$ cat src/rtl/edge_detect_pkg.sv
// -----------------------------------------------------------------------------
// edge_detect_pkg
//
// Shared types and helpers for the multi-channel edge detector.
//   edge_mode_t     : per-channel edge qualification mode.
//   cnt_width()     : width of a counter that must hold values 0..n-1 with
//                     one bit of headroom.
//   edge_qualifies(): decides whether an accepted transition to new_level
//                     is reported under a given mode.
// -----------------------------------------------------------------------------
package edge_detect_pkg;

  typedef enum logic [1:0] {
    EM_ANY  = 2'b00,  // report both directions
    EM_RISE = 2'b01,  // report 0 -> 1 only
    EM_FALL = 2'b10,  // report 1 -> 0 only
    EM_OFF  = 2'b11   // never report; the level is still tracked
  } edge_mode_t;

  function automatic int cnt_width(input int n);
    return $clog2(n) + 1;
  endfunction

  function automatic logic edge_qualifies(input edge_mode_t m, input logic new_level);
    case (m)
      EM_ANY:  return 1'b1;
      EM_RISE: return new_level;
      EM_FALL: return ~new_level;
      default: return 1'b0;
    endcase
  endfunction

endpackage

$ cat src/rtl/edge_detect_ch.sv
// -----------------------------------------------------------------------------
// edge_detect_ch
//
// One independent channel of the edge detector:
//   synchroniser -> debounce filter -> edge qualification -> pulse stretch,
//   plus a sticky event flag.
//
// Ports:
//   clk        in   clock
//   rst        in   synchronous, active-high reset
//   a          in   raw asynchronous input
//   mode       in   edge qualification mode for this channel
//   clr        in   one-cycle strobe clearing the sticky flag
//   pulse      out  registered, stretched event pulse
//   pulse_next out  next-state value of pulse (used by the top for 'any')
//   sticky     out  latched event flag
// -----------------------------------------------------------------------------
module edge_detect_ch
  import edge_detect_pkg::*;
#(
  parameter int SYNC_STAGES   = 2,
  parameter int STABLE_CYCLES = 4,
  parameter int STRETCH       = 1
) (
  input  logic       clk,
  input  logic       rst,
  input  logic       a,
  input  edge_mode_t mode,
  input  logic       clr,
  output logic       pulse,
  output logic       pulse_next,
  output logic       sticky
);

  localparam int CW = cnt_width(STABLE_CYCLES);
  localparam int SW = cnt_width(STRETCH);

  localparam logic [CW-1:0] CNT_MAX  = CW'(STABLE_CYCLES - 1);
  localparam logic [SW-1:0] STR_LOAD = SW'(STRETCH - 1);

  // Synchroniser chain; bit 0 is the first (metastability-exposed) flop.
  logic [SYNC_STAGES-1:0] sync_q, sync_d;
  logic                   s;

  // Debounce state: accepted stable level and the persistence counter.
  logic          level_q, level_d;
  logic [CW-1:0] cnt_q, cnt_d;
  logic          accept;
  logic          event_hit;

  // Stretch state.
  logic [SW-1:0] str_q, str_d;
  logic          pulse_q, pulse_d;

  logic          sticky_q, sticky_d;

  assign s = sync_q[SYNC_STAGES-1];

  // NOTE: every signal assigned in always_comb gets a default at the top so
  // that no path leaves it unassigned, which would otherwise infer a latch.
  always_comb begin
    sync_d  = {sync_q[SYNC_STAGES-2:0], a};

    level_d = level_q;
    cnt_d   = cnt_q;
    accept  = 1'b0;

    if (s == level_q) begin
      // Any return to the stable level restarts the filter.
      cnt_d = '0;
    end else if (cnt_q == CNT_MAX) begin
      // The new level has persisted for STABLE_CYCLES samples.
      level_d = s;
      cnt_d   = '0;
      accept  = 1'b1;
    end else begin
      cnt_d = cnt_q + 1'b1;
    end

    // The new level equals s on an accepted transition.
    event_hit = accept && edge_qualifies(mode, s);

    str_d   = str_q;
    pulse_d = 1'b0;
    if (event_hit) begin
      // A fresh event reloads the counter, so a retrigger extends the pulse
      // without a low gap.
      pulse_d = 1'b1;
      str_d   = STR_LOAD;
    end else if (str_q != '0) begin
      pulse_d = 1'b1;
      str_d   = str_q - 1'b1;
    end

    // Set has priority over clear when both land in the same cycle.
    sticky_d = event_hit | (sticky_q & ~clr);
  end

  // NOTE: sequential state is updated with non-blocking assignments so every
  // flop samples the pre-edge values regardless of statement order.
  always_ff @(posedge clk) begin
    if (rst) begin
      // NOTE: the synchroniser and stable level are loaded from the live input
      // rather than a constant, so the level present at reset release is
      // already "stable" and produces no event.
      sync_q   <= {SYNC_STAGES{a}};
      level_q  <= a;
      cnt_q    <= '0;
      str_q    <= '0;
      pulse_q  <= 1'b0;
      sticky_q <= 1'b0;
    end else begin
      sync_q   <= sync_d;
      level_q  <= level_d;
      cnt_q    <= cnt_d;
      str_q    <= str_d;
      pulse_q  <= pulse_d;
      sticky_q <= sticky_d;
    end
  end

  assign pulse      = pulse_q;
  assign pulse_next = pulse_d;
  assign sticky     = sticky_q;

endmodule

$ cat src/rtl/edge_detect_n.sv
// -----------------------------------------------------------------------------
// edge_detect_n
//
// Multi-channel synchronised, debounced, mode-qualified edge detector with
// stretched per-channel pulses, a global OR and sticky event flags.
//
// Ports:
//   clk     in   clock
//   rst     in   synchronous, active-high reset
//   a       in   [WIDTH]    raw asynchronous channel inputs
//   mode    in   [2*WIDTH]  edge mode, channel i at [2i+1:2i]
//                           (00 any, 01 rise, 10 fall, 11 disabled)
//   clr     in   [WIDTH]    per-channel sticky clear strobes
//   pulse   out  [WIDTH]    per-channel qualified event pulses
//   any     out             OR of pulse, registered in the same cycle as pulse
//   sticky  out  [WIDTH]    per-channel latched event flags
// -----------------------------------------------------------------------------
module edge_detect_n
  import edge_detect_pkg::*;
#(
  parameter int WIDTH         = 8,
  parameter int SYNC_STAGES   = 2,
  parameter int STABLE_CYCLES = 4,
  parameter int STRETCH       = 1
) (
  input  logic               clk,
  input  logic               rst,
  input  logic [WIDTH-1:0]   a,
  input  logic [2*WIDTH-1:0] mode,
  input  logic [WIDTH-1:0]   clr,
  output logic [WIDTH-1:0]   pulse,
  output logic               any,
  output logic [WIDTH-1:0]   sticky
);

  logic [WIDTH-1:0] pulse_next;
  logic             any_q, any_d;

  for (genvar i = 0; i < WIDTH; i++) begin : g_ch
    edge_mode_t mode_ch;

    assign mode_ch = edge_mode_t'(mode[2*i +: 2]);

    edge_detect_ch #(
      .SYNC_STAGES  (SYNC_STAGES),
      .STABLE_CYCLES(STABLE_CYCLES),
      .STRETCH      (STRETCH)
    ) u_ch (
      .clk       (clk),
      .rst       (rst),
      .a         (a[i]),
      .mode      (mode_ch),
      .clr       (clr[i]),
      .pulse     (pulse[i]),
      .pulse_next(pulse_next[i]),
      .sticky    (sticky[i])
    );
  end

  // Built from the channels' next-state pulses so 'any' rises and falls on
  // the same edge as the pulses it summarises.
  always_comb begin
    any_d = |pulse_next;
  end

  always_ff @(posedge clk) begin
    if (rst) begin
      any_q <= 1'b0;
    end else begin
      any_q <= any_d;
    end
  end

  assign any = any_q;

endmodule

$ cat config.mk
export PLATFORM = sky130hd
export DESIGN_NAME = edge_detect_n
export DESIGN_NICKNAME = d
export VERILOG_FILES = /design/src/rtl/edge_detect_pkg.sv /design/src/rtl/edge_detect_ch.sv /design/src/rtl/edge_detect_n.sv
export SDC_FILE = /design/constraint.sdc
export NUM_CORES = 1
export LEC_CHECK = 0
export BUFFER_PORTS_ARGS = -buffer_cell sky130_fd_sc_hd__buf_2
export CORE_ASPECT_RATIO = 0.75
export CORE_MARGIN = 2
export CORE_UTILIZATION = 28
export CTS_BUF_LIST = sky130_fd_sc_hd__clkbuf_4
export CTS_CLUSTER_SIZE = 8
export DETAILED_ROUTE_END_ITERATION = 7
export GPL_ROUTABILITY_DRIVEN = 0
export PLACE_DENSITY_LB_ADDON = 0.2
export RECOVER_POWER = 25
export SLEW_MARGIN = 20
export SYNTH_ARGS = -nofsm -noshare
export SYNTH_HDL_FRONTEND = slang
export SYNTH_SLANG_ARGS = --single-unit
$ cat constraint.sdc
create_clock -name clk -period 2.2 [get_ports clk]
set_input_delay 0.22 -clock clk [delete_from_list [all_inputs] [get_ports clk]]
set_output_delay 0.22 -clock clk [all_outputs]
set_load 0.05 [all_outputs]
; ---- Word level (Yosys, flattened, before mapping)
; Index checks and enable logic that the tools add are counted.
[classes]
addsub = 16
n_eq_ne = 40
n_mux = 72
n_bitwise = 40
n_reduce_logical = 49
[op_table]
columns = op, count
row1 = $mux W1, 56
row2 = $reduce_or A3 Y1, 16
row3 = $add A3 B1 Y3 const B, 8
row4 = $eq A3 B2 Y1 const B, 8
row5 = $not A1 Y1, 24
row6 = $pmux W1 S3, 8
row7 = $eq A2 B1 Y1 const B, 8
row8 = $eq A2 B2 Y1 const B, 8
row9 = $logic_not A2 Y1, 8
row10 = $mux W2, 8
row11 = $ne A2 B2 Y1 const B, 8
row12 = $reduce_and A2 Y1, 8
row13 = $reduce_bool A2 Y1, 8
row14 = $and A1 B1 Y1, 8
row15 = $eq A1 B1 Y1, 8
row16 = $logic_and A1 B1 Y1, 8
row17 = $or A1 B1 Y1, 8
row18 = $reduce_or A8 Y1, 1
row19 = $sub A1 B1 Y1 const B, 8
[word_totals]
ff_bits = 73
inputBits = 34
output_inout_bits = 17
wordCells = 266

; ---- Logic depth before layout (Yosys ltp)
[depth]
depth_word = 6
ltp_mapped = 6
ltp_nobuf = 6

; ---- Cells and area by module
; Synthesis repeated with hierarchy kept, for this count alone.
[unflattened]
cells_unflattened = 260
area_unflattened_um2 = 2750.1
[by_module_without_submodules]
columns = module, n_inst, cells_each, area_each_um2, seq_area_each_um2
row1 = edge_detect_ch, 8, 32, 339.1, 190.2
row2 = edge_detect_n, 1, 4, 37.5, 20.0

; ---- Least setup slack after synthesis
; Ideal clock, no wire load.
[synth_timing]
path_type = flip-flop to flip-flop
start = register g_ch[6].u_ch.cnt_q[0]
end = register any_q, in the netlist any
setup_ps = 133
arrival_ps = 1425
required_ps = 2067
path_slack_ps = 642
stages_incl_launch_ff = 7
path_buffers = 0
synth_period_minus_slack_ps = 1558
cell_sequence = dfxtp_1 ha_1 ha_1 and4bb_1 a311oi_2 and4_1 a21oi_1
[synth_between]
elab_chain_cells = 6
[synth_lines]
columns = element, line_no
row1 = start: declaration, edge_detect_ch.sv:47  ; logic [CW-1:0] cnt_q, cnt_d;
row2 = start signal: assignment, edge_detect_ch.sv:115  ; cnt_q <= cnt_d;
row3 = $eq A3 B2 Y1, edge_detect_ch.sv:71  ; end else if (cnt_q == CNT_MAX) begin
row4 = $mux W1, edge_detect_ch.sv:71
row5 = $mux W1, edge_detect_ch.sv:68  ; if (s == level_q) begin
row6 = $logic_and A1 B1 Y1, edge_detect_ch.sv:81  ; event_hit = accept && edge_qualifies(mode, s);
row7 = $mux W1, edge_detect_ch.sv:85  ; if (event_hit) begin
row8 = $reduce_or A8 Y1, edge_detect_n.sv:63  ; any_d = |pulse_next;
row9 = end signal: assignment, edge_detect_n.sv:70  ; any_q <= any_d;
row10 = end: declaration, edge_detect_n.sv:37  ; logic any_q, any_d;
; Every way passes these cells.
; A chain may end at the register's enable or synchronous reset.

; ---- Final worst setup path
; Same ends and word-level chain as after synthesis.

==> flow_summary.toml <==
[outcome]
status = "completed"

[synth]
synth_ff_type = "dfxtp_1"
syn-cell-area_um2 = 2790
synthArstFlopShare = 0
yosysMostFrequentCell = "dfxtp_1"
synth_top_cell_by_area = "dfxtp_1"
synth_top_cells_by_area = "dfxtp_1 47%, edfxtp_1 8.6%, ha_1 7.2%"
synth_top_area_frac = 0.466
synth_edf_count = 8
synth.cells.most_frequent = "65 x dfxtp_1, 40 x nor2_1, 24 x inv_1"
synth_warnings = 0
ys_ff_latch = 73
syn-instance-count = 275
yosysSeqAreaShare = 0.552
synth.avg_cell_area_um2 = 10.2
ys_types = 25

[routing]
avgViaCountPerCell = 3.98
num_vias = 1862
drt-pass1-iter-count = 2
routed_wirelength_um = 4790
drc = 0
drtIter0Drc = 59
drt-wirelength-per-cell_um = 10.2
ant_nets = 0

[power_and_ir_drop]
finalPower_mw = 2.62
irDropWorstVdd_uv = 372
p_leak_nw = 1.56
cellPowerDensity_nw_per_um2 = 788

[clock_network]
clk_latency_ns = 0.41
h-tree-depth = 3
cts_buffer_depth = 2
ctsHoldBuffers = 8
cts_resized = 0
cts_root_buf = "clkbuf_4"
cts_made_buffers = 9
cts_tree = "built"
cts_setup_buffers = 0
clkSinkCount = 73
clkTransAtPathRegs_ns = 0.11

[critical_path]
crit_type = "reg -> reg"
cp-end-kind = "register"
crit_fanout = 5
critPathRequiredTime_ns = 2.48
worst_setup_path_start_kind = "register"
critical_path_arrival_ns = 2.03
reg2reg_depth = 6
r2r_slack_ns = 0.45

[global_route]
overflow = 0
grt_pass1_wl_um = 8300
grt_pass1_vias = 1845
antenna_found_initial = 0
grt.total_usage = 0.100
grt_max_degree = 36

[die]
placementRows = 31
die_w_um = 119
io_pins = 51
die_area_um2 = 10800
dieHeight_um = 90.5
initial_utilization = 0.289
core_area_um2 = 9660

[placement]
portBuffers = 50
place_area_um2 = 3110
place.detailed.hpwl_um = 3450

[run]
cap_violations = 0

[cells_and_area]
fillCellCount = 1017
fin_area_um2 = 3330
layout-drive-gt1-share = 0.200
syn_to_final_growth_pct = 19.1
nNetsFinal = 380

[sta]
finClkSkew_ns = 0.0136
tightestPinTransition_ns = 0.971
relSlewSlack = 0.353
clock.fmax_ghz = 0.572
slew_violations = 0
final.setup.tns_ns = 0
hold_viol_final = 0
setup_viol = 0
rsz0062_at_grt = "no"
fin_crit_sh = 0.795
fin_crit_ns = 1.75

[worst_hold_path]
min_path_type = "in -> reg"
hold_depth = 3
## layout make-up
type	instances	area (um^2)	area share
Antenna cell	1	2.50	0.000752
Clock buffer	12	90.1	0.0271
Clock inverter	4	67.6	0.0203
Inverter	24	90.1	0.0271
Multi-Input combinational cell	163	1040	0.313
Sequential cell	73	1540	0.464
Tap cell	132	165	0.0497
Timing Repair Buffer	59	327	0.0982
## report_power, final
group          switching [mW]  internal (mW)  leakage [nW]
clock                   0.438          0.494        0.0866
combinational           0.130         0.0935         0.854
sequential             0.0410           1.42         0.618
total                   0.608           2.01          1.56
## metrics by stage
stage	utilization	instances	hold WS, ns	setup slack [ns]
after floorplan	-	282	0.248	0.642
after global placement	0.322	443	0.338	0.466
after detailed placement	0.322	443	0.343	0.479
after CTS	0.347	467	0.00952	0.446
after global routing	0.344	467	0.0222	0.305
final	0.344	468	0.0506	0.452
## worst paths after layout
| check | startpoint | end |
|---|---|---|
| hold / removal | clr[6] | g_ch[6].u_ch.sticky |
| hold reg to reg | g_ch[1].u_ch.cnt_q[0] | g_ch[1].u_ch.cnt_q[0] |
| setup / recovery | g_ch[6].u_ch.cnt_q[0] | any |
| setup reg to reg | g_ch[6].u_ch.cnt_q[0] | any |
## logic make-up after synthesis
group,share of synthesized area
simple gates,0.204
flops,0.552
buf+inv,0.0838
compound gates,0.0614
fa+ha+maj,0.0717
xor+xnor,0.0251
other cells,0.00134
## metal layers
layer	up-vias	routed length, um	GRT usage	share of wire
li1	1003	-	-	-
met1	811	2570	0.131	0.54
met2	39	1830	0.139	0.38
met3	9	303	0.0473	0.063
met4	0	88	0.0441	0.018
met5	-	0	0	0
## sequential cells by signal, summed over array words and instances (netlist names)
register / flops
g_ch.u_ch.str_q: 8
g_ch.u_ch.level_q: 8
g_ch.u_ch.sync_q: 16
g_ch.u_ch.sticky: 8
g_ch.u_ch.pulse: 8
any: 1
g_ch.u_ch.cnt_q: 24
## worst max-delay path, cell delays in order, from the launching register on
cell and delay [ns]:
dfxtp_1 0.33, ha_1 0.20, ha_1 0.24, and4bb_1 0.25, a311oi_2 0.28, and4_1 0.26, a21oi_1 0.07
## layout by cell type, fill, tap and decap left out, types with 7 or more instances in the layout
cell type,synthesis,layout
inv_1,24,24
edfxtp_1,8,8
nand2_1,16,16
xor2_1,8,8
dfxtp_1,65,65
dlygate4sd3_1,0,8
buf_2,1,42
a21o_1,8,8
nor2b_1,7,7
nor3_1,14,14
conb_1,1,8
clkbuf_1,4,7
and3_1,8,8
ha_1,16,16
nor2_1,40,40
o21ai_0,16,16
and4bb_2,8,8
clkbuf_4,0,12
No activity file was read; power rests on OpenSTA's default activity.
